File: src/rtl/avalon_mem_rd_rsp_buffer_if.sv
// avalon_mem_rd_rsp_buffer_if: AFU-side and memory-side Avalon-MM signals of the read-response buffer
interface avalon_mem_rd_rsp_buffer_if #(
  parameter int DATA_WIDTH = 32,
  parameter int ADDR_WIDTH = 10,
  parameter int BURST_CNT_WIDTH = 4
);
  logic [ADDR_WIDTH-1:0] s_address, m_address;
  logic s_read, s_write, s_waitrequest, m_read, m_write, m_waitrequest;
  logic [BURST_CNT_WIDTH-1:0] s_burstcount, m_burstcount;
  logic [DATA_WIDTH-1:0] s_writedata, m_writedata, s_rsp_data, m_readdata;
  logic [DATA_WIDTH/8-1:0] s_byteenable, m_byteenable;
  logic s_rsp_valid, s_rsp_ready, m_readdatavalid;
  modport slave (
    input s_address, s_read, s_write, s_burstcount, s_writedata, s_byteenable, s_rsp_ready,
          m_waitrequest, m_readdata, m_readdatavalid,
    output s_waitrequest, s_rsp_valid, s_rsp_data,
           m_address, m_read, m_write, m_burstcount, m_writedata, m_byteenable
  );
  modport master (
    output s_address, s_read, s_write, s_burstcount, s_writedata, s_byteenable, s_rsp_ready,
           m_waitrequest, m_readdata, m_readdatavalid,
    input s_waitrequest, s_rsp_valid, s_rsp_data,
          m_address, m_read, m_write, m_burstcount, m_writedata, m_byteenable
  );
endinterface

File: src/rtl/avalon_mem_rd_rsp_buffer.sv
// avalon_mem_rd_rsp_buffer: read-response FIFO with whole-burst credit reservation ahead of Avalon-MM memory
module avalon_mem_rd_rsp_buffer #(
  parameter int DATA_WIDTH = 32,
  parameter int ADDR_WIDTH = 10,
  parameter int BURST_CNT_WIDTH = 4,
  parameter int RSP_BUF_DEPTH = 64
) (
  input logic clk,
  input logic reset_n,
  avalon_mem_rd_rsp_buffer_if.slave bus
);
  localparam int PW = $clog2(RSP_BUF_DEPTH);
  localparam int CW = PW + 1;
  logic [CW-1:0] reserved_q, reserved_d, wr_q, wr_d, rd_q, rd_d;
  logic [DATA_WIDTH-1:0] mem_q [RSP_BUF_DEPTH];
  logic credit_ok, issue, push, pop, valid;
  // reserved counts beats still in flight downstream plus beats parked in the FIFO
  assign credit_ok = (RSP_BUF_DEPTH - int'(reserved_q)) >= int'(bus.s_burstcount);
  assign valid = wr_q != rd_q;
  assign issue = bus.m_read & ~bus.m_waitrequest;
  assign push = bus.m_readdatavalid;
  assign pop = valid & bus.s_rsp_ready;
  assign bus.m_read = bus.s_read & credit_ok;
  assign bus.m_write = bus.s_write;
  assign bus.m_address = ADDR_WIDTH'(bus.s_address);
  assign bus.m_burstcount = BURST_CNT_WIDTH'(bus.s_burstcount);
  assign bus.m_writedata = DATA_WIDTH'(bus.s_writedata);
  assign bus.m_byteenable = (DATA_WIDTH/8)'(bus.s_byteenable);
  assign bus.s_waitrequest = bus.m_waitrequest | (bus.s_read & ~credit_ok);
  assign bus.s_rsp_valid = valid;
  assign bus.s_rsp_data = valid ? mem_q[rd_q[PW-1:0]] : '0;
  always_comb begin
    reserved_d = reserved_q + (issue ? CW'(bus.s_burstcount) : '0) - CW'(pop);
    wr_d = wr_q + CW'(push);
    rd_d = rd_q + CW'(pop);
  end
  always_ff @(posedge clk or negedge reset_n)
    if (!reset_n) begin
      reserved_q <= '0;
      wr_q <= '0;
      rd_q <= '0;
    end else begin
      reserved_q <= reserved_d;
      wr_q <= wr_d;
      rd_q <= rd_d;
    end
  always_ff @(posedge clk)
    if (push) mem_q[wr_q[PW-1:0]] <= bus.m_readdata;
  assert property (@(posedge clk) disable iff (!reset_n) bus.s_read |-> bus.s_burstcount != '0)
    else $error("read issued with zero burstcount");
  assert property (@(posedge clk) disable iff (!reset_n) !(bus.s_read && bus.s_write))
    else $error("read and write requested together");
  assert property (@(posedge clk) disable iff (!reset_n) push |-> reserved_q != wr_q - rd_q)
    else $error("readdatavalid with no read outstanding");
  assert property (@(posedge clk) disable iff (!reset_n) push |-> (wr_q - rd_q) != CW'(RSP_BUF_DEPTH))
    else $fatal(1, "response fifo overflow");
endmodule

File: src/flat_wrapper.sv
// flat-port wrapper written by rule: the top's interface ports become plain ports
module avalon_mem_rd_rsp_buffer_flat 
#(
  parameter int DATA_WIDTH = 32,
  parameter int ADDR_WIDTH = 10,
  parameter int BURST_CNT_WIDTH = 4,
  parameter int RSP_BUF_DEPTH = 64
)
  (clk, reset_n, bus_s_address, bus_s_read, bus_s_write, bus_s_burstcount, bus_s_writedata, bus_s_byteenable, bus_s_rsp_ready, bus_m_waitrequest, bus_m_readdata, bus_m_readdatavalid, bus_s_waitrequest, bus_s_rsp_valid, bus_s_rsp_data, bus_m_address, bus_m_read, bus_m_write, bus_m_burstcount, bus_m_writedata, bus_m_byteenable);
  avalon_mem_rd_rsp_buffer_if #(.DATA_WIDTH(DATA_WIDTH), .ADDR_WIDTH(ADDR_WIDTH), .BURST_CNT_WIDTH(BURST_CNT_WIDTH)) bus_i ();
  input logic clk;
  input logic reset_n;
  input wire logic [$bits(bus_i.s_address)-1:0] bus_s_address;
  input wire logic [$bits(bus_i.s_read)-1:0] bus_s_read;
  input wire logic [$bits(bus_i.s_write)-1:0] bus_s_write;
  input wire logic [$bits(bus_i.s_burstcount)-1:0] bus_s_burstcount;
  input wire logic [$bits(bus_i.s_writedata)-1:0] bus_s_writedata;
  input wire logic [$bits(bus_i.s_byteenable)-1:0] bus_s_byteenable;
  input wire logic [$bits(bus_i.s_rsp_ready)-1:0] bus_s_rsp_ready;
  input wire logic [$bits(bus_i.m_waitrequest)-1:0] bus_m_waitrequest;
  input wire logic [$bits(bus_i.m_readdata)-1:0] bus_m_readdata;
  input wire logic [$bits(bus_i.m_readdatavalid)-1:0] bus_m_readdatavalid;
  output wire logic [$bits(bus_i.s_waitrequest)-1:0] bus_s_waitrequest;
  output wire logic [$bits(bus_i.s_rsp_valid)-1:0] bus_s_rsp_valid;
  output wire logic [$bits(bus_i.s_rsp_data)-1:0] bus_s_rsp_data;
  output wire logic [$bits(bus_i.m_address)-1:0] bus_m_address;
  output wire logic [$bits(bus_i.m_read)-1:0] bus_m_read;
  output wire logic [$bits(bus_i.m_write)-1:0] bus_m_write;
  output wire logic [$bits(bus_i.m_burstcount)-1:0] bus_m_burstcount;
  output wire logic [$bits(bus_i.m_writedata)-1:0] bus_m_writedata;
  output wire logic [$bits(bus_i.m_byteenable)-1:0] bus_m_byteenable;
  assign bus_i.s_address = bus_s_address;
  assign bus_i.s_read = bus_s_read;
  assign bus_i.s_write = bus_s_write;
  assign bus_i.s_burstcount = bus_s_burstcount;
  assign bus_i.s_writedata = bus_s_writedata;
  assign bus_i.s_byteenable = bus_s_byteenable;
  assign bus_i.s_rsp_ready = bus_s_rsp_ready;
  assign bus_i.m_waitrequest = bus_m_waitrequest;
  assign bus_i.m_readdata = bus_m_readdata;
  assign bus_i.m_readdatavalid = bus_m_readdatavalid;
  assign bus_s_waitrequest = bus_i.s_waitrequest;
  assign bus_s_rsp_valid = bus_i.s_rsp_valid;
  assign bus_s_rsp_data = bus_i.s_rsp_data;
  assign bus_m_address = bus_i.m_address;
  assign bus_m_read = bus_i.m_read;
  assign bus_m_write = bus_i.m_write;
  assign bus_m_burstcount = bus_i.m_burstcount;
  assign bus_m_writedata = bus_i.m_writedata;
  assign bus_m_byteenable = bus_i.m_byteenable;
  avalon_mem_rd_rsp_buffer #(.DATA_WIDTH(DATA_WIDTH), .ADDR_WIDTH(ADDR_WIDTH), .BURST_CNT_WIDTH(BURST_CNT_WIDTH), .RSP_BUF_DEPTH(RSP_BUF_DEPTH)) u_core (.clk(clk), .reset_n(reset_n), .bus(bus_i));
endmodule
File: config.mk
export PLATFORM = sky130hd
export DESIGN_NAME = avalon_mem_rd_rsp_buffer_flat
export DESIGN_NICKNAME = d
export VERILOG_FILES = /design/src/rtl/avalon_mem_rd_rsp_buffer_if.sv /design/src/rtl/avalon_mem_rd_rsp_buffer.sv /design/src/flat_wrapper.sv
export SDC_FILE = /design/constraint.sdc
export NUM_CORES = 2
export LEC_CHECK = 0
export ABC_AREA = 1
export BUFFER_PORTS_ARGS = -buffer_cell sky130_fd_sc_hd__buf_4
export CORE_AREA = 2 2 462 464
export CTS_BUF_LIST = sky130_fd_sc_hd__clkbuf_2
export CTS_CLUSTER_DIAMETER = 200
export DETAILED_ROUTE_END_ITERATION = 8
export DIE_AREA = 0 0 464 466
export GPL_TIMING_DRIVEN = 0
export MAX_ROUTING_LAYER = met4
export PLACE_DENSITY = 0.62
export SLEW_MARGIN = 20
export SYNTH_ARGS = -nofsm -noshare
export SYNTH_HDL_FRONTEND = slang
export SYNTH_SLANG_ARGS = --single-unit
File: constraint.sdc
create_clock -name clk -period 4.8 [get_ports clk]
set_input_delay 0.24 -clock clk [delete_from_list [all_inputs] [get_ports clk]]
set_output_delay 0.24 -clock clk [all_outputs]
set_load 0.02 [all_outputs]
==> impl_results.html <==
<table>
<tr><th>Metric</th><th>Value</th></tr>
<tr><th colspan="2">GRT</th></tr>
<tr><td>Aggregate global routing overflow</td><td>0</td></tr>
<tr><td>Total routing resource utilization after global routing</td><td>30.3%</td></tr>
<tr><td>Largest net degree at the start of global routing</td><td>65</td></tr>
<tr><td>Global-route wire length before repair</td><td>445 mm</td></tr>
<tr><td>Number of antenna violations at the first check in global routing</td><td>19</td></tr>
<tr><td>Number of global-route vias before repair</td><td>59762</td></tr>
<tr><th colspan="2">Placed design</th></tr>
<tr><td>Number of cells after detailed placement</td><td>10147</td></tr>
<tr><td>Count of buffers inserted at the top-level ports</td><td>127</td></tr>
<tr><td>Post-detailed-placement half-perimeter wirelength</td><td>216 mm</td></tr>
<tr><td>Post-place setup slack</td><td>0.660 ns</td></tr>
<tr><td>Final GP Congestion</td><td>1.05</td></tr>
<tr><th colspan="2">Yosys</th></tr>
<tr><td>Post-synth net total</td><td>7192</td></tr>
<tr><td>Post-synthesis instance area</td><td>84200 sq um</td></tr>
<tr><td>Mean post-synth cell area</td><td>11.9 sq um</td></tr>
<tr><td>Ys flop type</td><td>sky130_fd_sc_hd__edfxtp_1</td></tr>
<tr><td>Warnings from Yosys</td><td>0</td></tr>
<tr><td>Cell type with the largest total area after synthesis</td><td>sky130_fd_sc_hd__edfxtp_1</td></tr>
<tr><td>Distinct cell type count after synthesis</td><td>31</td></tr>
<tr><td>Commonest cells post-synth</td><td>sky130_fd_sc_hd__nand2_1, sky130_fd_sc_hd__edfxtp_1, sky130_fd_sc_hd__nand3_1</td></tr>
<tr><td>Post-synthesis async set-or-reset flop share</td><td>1.01%</td></tr>
<tr><td>#FFs+latches synth</td><td>2069</td></tr>
<tr><td>Area contributors post-synth</td><td>sky130_fd_sc_hd__edfxtp_1, sky130_fd_sc_hd__nand2_1, sky130_fd_sc_hd__nand3_1</td></tr>
<tr><td>Number of flops mapped to enable cells by yosys</td><td>2048</td></tr>
<tr><td>Count of mapped cells out of synthesis</td><td>7081</td></tr>
<tr><td>Fraction of synthesized cell area taken by the top area cell type</td><td>73.0%</td></tr>
<tr><td>Sequential share of the synthesized area</td><td>73.7%</td></tr>
<tr><td>Most frequent cell after synthesis</td><td>sky130_fd_sc_hd__nand2_1</td></tr>
<tr><th colspan="2">Layout</th></tr>
<tr><td>Number of cells in the finished layout apart from fillers</td><td>11191</td></tr>
<tr><td>Area Growth Syn to Fin</td><td>20.3%</td></tr>
<tr><td>Area of combinational cells with multiple inputs</td><td>21300 sq um</td></tr>
<tr><td>Total area of sequential cells</td><td>62000 sq um</td></tr>
<tr><td>Final net count</td><td>8160</td></tr>
<tr><td>Filler cell count in the final layout</td><td>18871</td></tr>
<tr><td>Layout cells sized above 1</td><td>21.9%</td></tr>
<tr><th colspan="2">Timing</th></tr>
<tr><td>TNS Setup</td><td>-0.331 ns</td></tr>
<tr><td>Max-slew violations</td><td>0</td></tr>
<tr><td>Transition time at the pin with the least slew margin</td><td>1.38 ns</td></tr>
<tr><td>Tightest slew margin relative to the limit</td><td>7.96%</td></tr>
<tr><td>Portion of the clock cycle consumed by the worst path in the final layout</td><td>103%</td></tr>
<tr><td>Clock period minus worst slack</td><td>4.92 ns</td></tr>
<tr><td>Min Hold Slack</td><td>0.237 ns</td></tr>
<tr><td>Number of endpoints with negative hold slack in the final report</td><td>0</td></tr>
<tr><td>Max Fclk</td><td>203 MHz</td></tr>
<tr><td>Setup Skew</td><td>0.167 ns</td></tr>
<tr><td>Unrepaired setup endpoints after global routing</td><td>yes</td></tr>
<tr><td>Final setup fails</td><td>5</td></tr>
<tr><td>Post-route worst setup slack</td><td>-0.121 ns</td></tr>
<tr><th colspan="2">Worst setup path</th></tr>
<tr><td>Setup CP Type</td><td>flop to primary output</td></tr>
<tr><td>CP required</td><td>4.56 ns</td></tr>
<tr><td>Critical path fanouts, max</td><td>10</td></tr>
<tr><td>Arr. time, crit path</td><td>4.68 ns</td></tr>
<tr><td>Critical Path Sink Type</td><td>primary output</td></tr>
<tr><td>Delay of the slowest cell on the worst path</td><td>0.46 ns</td></tr>
<tr><td>CP cell instances</td><td>bufbuf_16 -&gt; buf_6 -&gt; buf_4 -&gt; nand2_1 -&gt; nand2_1 -&gt; a21oi_1 -&gt; nand3_1 -&gt; nand3_1 -&gt; nand3_1 -&gt; nand2_1 -&gt; nor2_4 -&gt; buf_4</td></tr>
<tr><td>Critical path's slowest cell</td><td>sky130_fd_sc_hd__dfrtp_2</td></tr>
<tr><td>Nature of the critical path startpoint</td><td>flop</td></tr>
<tr><th colspan="2">Route</th></tr>
<tr><td>Per-cell routed wire length</td><td>29.0 microns</td></tr>
<tr><td>Router iterations before antenna repair</td><td>6</td></tr>
<tr><td>Antenna Violating Nets Remaining</td><td>0</td></tr>
<tr><td>First-iteration detailed-routing DRC count</td><td>9702</td></tr>
<tr><td>Routed via count divided by cell count</td><td>5.61</td></tr>
<tr><td>Post-route DRC</td><td>0</td></tr>
<tr><td>Final wirelength</td><td>324 mm</td></tr>
<tr><td>Total vias in the final route</td><td>62821</td></tr>
<tr><th colspan="2">CTS</th></tr>
<tr><td>Later-pin clock latency in the skew report</td><td>2.03 ns</td></tr>
<tr><td>Sinks on Clock Net</td><td>2069</td></tr>
<tr><td>Maximum root-to-sink buffer count</td><td>4</td></tr>
<tr><td>Inserted Clock Buffers</td><td>534</td></tr>
<tr><td>Root buf cell</td><td>sky130_fd_sc_hd__clkbuf_2</td></tr>
<tr><td>CTS clk-pin slew, worst paths</td><td>0.11 ns</td></tr>
<tr><td>Depth of the CTS H-tree</td><td>6</td></tr>
<tr><td>TritonCTS clock tree</td><td>built</td></tr>
<tr><th colspan="2">Floorplan</th></tr>
<tr><td>Core area</td><td>211000 sq um</td></tr>
<tr><td>DIE HEIGHT</td><td>466 microns</td></tr>
<tr><td>DIE WIDTH</td><td>464 microns</td></tr>
<tr><td>Die ar.</td><td>216000 sq um</td></tr>
<tr><td>Io pins</td><td>175</td></tr>
<tr><td>Initial Util</td><td>39.9%</td></tr>
<tr><td># rows</td><td>169</td></tr>
<tr><th colspan="2">Status</th></tr>
<tr><td>Status</td><td>complete, but fails checks</td></tr>
<tr><td>Failing checks</td><td>negative setup slack</td></tr>
<tr><th colspan="2">Power and ir drop</th></tr>
<tr><td>Largest voltage drop on the vdd net</td><td>0.511 mV</td></tr>
<tr><td>Power density cells</td><td>607 nW/um^2</td></tr>
<tr><td>Total design power</td><td>61.5 mW</td></tr>
<tr><td>Leakage</td><td>38.2 nW</td></tr>
<tr><th colspan="2">Job</th></tr>
<tr><td># Max-Cap Violations</td><td>0</td></tr>
<tr><th colspan="2">Worst hold path</th></tr>
<tr><td>Type of the most critical hold path</td><td>input pin to flop</td></tr>
</table>
## worst paths after layout
kind / to / cells past startpoint / slack, ns / start
max in group asynchronous: u_core.wr_q[2]$_DFF_PN0_ / 6 / 4.12 / reset_n
min in group asynchronous: u_core.rd_q[2]$_DFF_PN0_ / 6 / 0.41 / reset_n
worst max register to register: u_core.reserved_q[6]$_DFF_PN0_ / 22 / 0.34 / u_core.reserved_q[1]$_DFF_PN0_
worst max-delay path: bus_s_rsp_data[29] / 12 / -0.12 / u_core.rd_q[0]$_DFF_PN0_
worst min register to register: u_core.rd_q[6]$_DFF_PN0_ / 1 / 0.49 / u_core.rd_q[6]$_DFF_PN0_
worst min-delay path: u_core.mem_q[15][29]$_DFFE_PP_ / 5 / 0.24 / bus_m_readdatavalid
## through the flow
step / utilization [%] / area [sq um]
detailed placement: 43.5 / 91900
global route: 47.9 / 101000
finish: 48.0 / 101000
CTS: 47.7 / 101000
floorplan: - / 84200
global placement: 42.0 / 88700
## what timing repair did
item / 4_1_cts / 5_1_grt
hold buffers: 162 / 0
pin swaps: 64 / 62
gates resized for setup: 614 / 116
gates cloned: 1 / 1
setup buffers: 15 / 13
endpoints found under the hold margin: 4045 / 0
endpoints found under the setup margin: 33 / 31
## final cells by class
class                           instances  share of cell area [%]
Clock buffer                          747                    3.69
Antenna cell                           17                  0.0420
Tap cell                             2821                    3.48
Timing Repair Buffer                  434                    6.23
Inverter                               50                   0.207
Buffer                                474                    3.56
Sequential cell                      2069                    61.2
Multi-Input combinational cell       4486                    21.1
Clock inverter                         93                   0.514
## report_power, final
part / leakage, nW / switching, mW / total [mW] / internal (mW)
Combinational: 16.1 / 20.8 / 29.1 / 8.21
Clock: 3.37 / 7.21 / 11.6 / 4.41
Sequential: 18.7 / 0.223 / 20.8 / 20.6
## cell families (layout without fill, tap and decap cells)
group | after synthesis | in the layout | share of synthesized area (%)
and+or+nand+nor | 3992 | 3992 | 19.4
DFF | 2069 | 2069 | 73.7
buffers and inverters | 526 | 1798 | 3.30
AOI/OAI and AO/OA | 451 | 451 | 3.06
adders and majority gates | 22 | 22 | 0.336
xor gates and xnor gates | 21 | 21 | 0.218
other | 0 | 17 | 0
## cell usage in the layout, fill, tap and decap left out, types with 12 or more instances in the layout
master	Yosys	final
sky130_fd_sc_hd__nor2_1	181	70
sky130_fd_sc_hd__nand3_4	0	30
sky130_fd_sc_hd__clkbuf_2	0	780
sky130_fd_sc_hd__buf_6	13	77
sky130_fd_sc_hd__nand2_1	2735	2719
sky130_fd_sc_hd__a21oi_1	321	310
sky130_fd_sc_hd__buf_16	0	91
sky130_fd_sc_hd__buf_12	1	82
sky130_fd_sc_hd__diode_2	0	17
sky130_fd_sc_hd__xor2_1	18	18
sky130_fd_sc_hd__ha_1	21	20
sky130_fd_sc_hd__clkinv_1	1	68
sky130_fd_sc_hd__nand2_2	0	14
sky130_fd_sc_hd__buf_1	35	13
sky130_fd_sc_hd__edfxtp_1	2048	2048
sky130_fd_sc_hd__nor2_4	1	88
sky130_fd_sc_hd__dlygate4sd3_1	0	127
sky130_fd_sc_hd__o211ai_1	63	63
sky130_fd_sc_hd__nor3_4	0	18
sky130_fd_sc_hd__inv_2	2	12
sky130_fd_sc_hd__buf_4	94	314
sky130_fd_sc_hd__clkbuf_1	62	16
sky130_fd_sc_hd__nand3_2	0	87
sky130_fd_sc_hd__nor2_2	0	24
sky130_fd_sc_hd__a21boi_1	20	23
sky130_fd_sc_hd__buf_2	271	117
sky130_fd_sc_hd__dfrtp_1	21	18
sky130_fd_sc_hd__inv_1	46	44
sky130_fd_sc_hd__clkbuf_4	0	25
sky130_fd_sc_hd__nand3_1	1028	911
sky130_fd_sc_hd__a21boi_0	43	33
sky130_fd_sc_hd__nor3_2	0	13
## routing by layer
| layer | wire length (microns) | track usage [%] | vias up |
|---|---|---|---|
| li1 | - | - | 26939 |
| met1 | 121000 | 38.3 | 30732 |
| met2 | 145000 | 44.8 | 4387 |
| met3 | 41200 | 8.54 | 763 |
| met4 | 16500 | 15.2 | 0 |
| met5 | 0 | - | - |
## registers in the layout, summed over array words and instances, names as in the netlist
name and cells:
u_core.reserved_q 7, u_core.rd_q 7, u_core.wr_q 7, u_core.mem_q 2048
## critical path: cells and delay by family, from the launching register on
family,cells,cell delay (ns)
AO/OA/AOI/OAI,1,0.14
buffers and inverters,4,1.06
flip-flops,1,0.46
AND/OR/NAND/NOR,7,1.08
(Power assumes the default switching activity.)
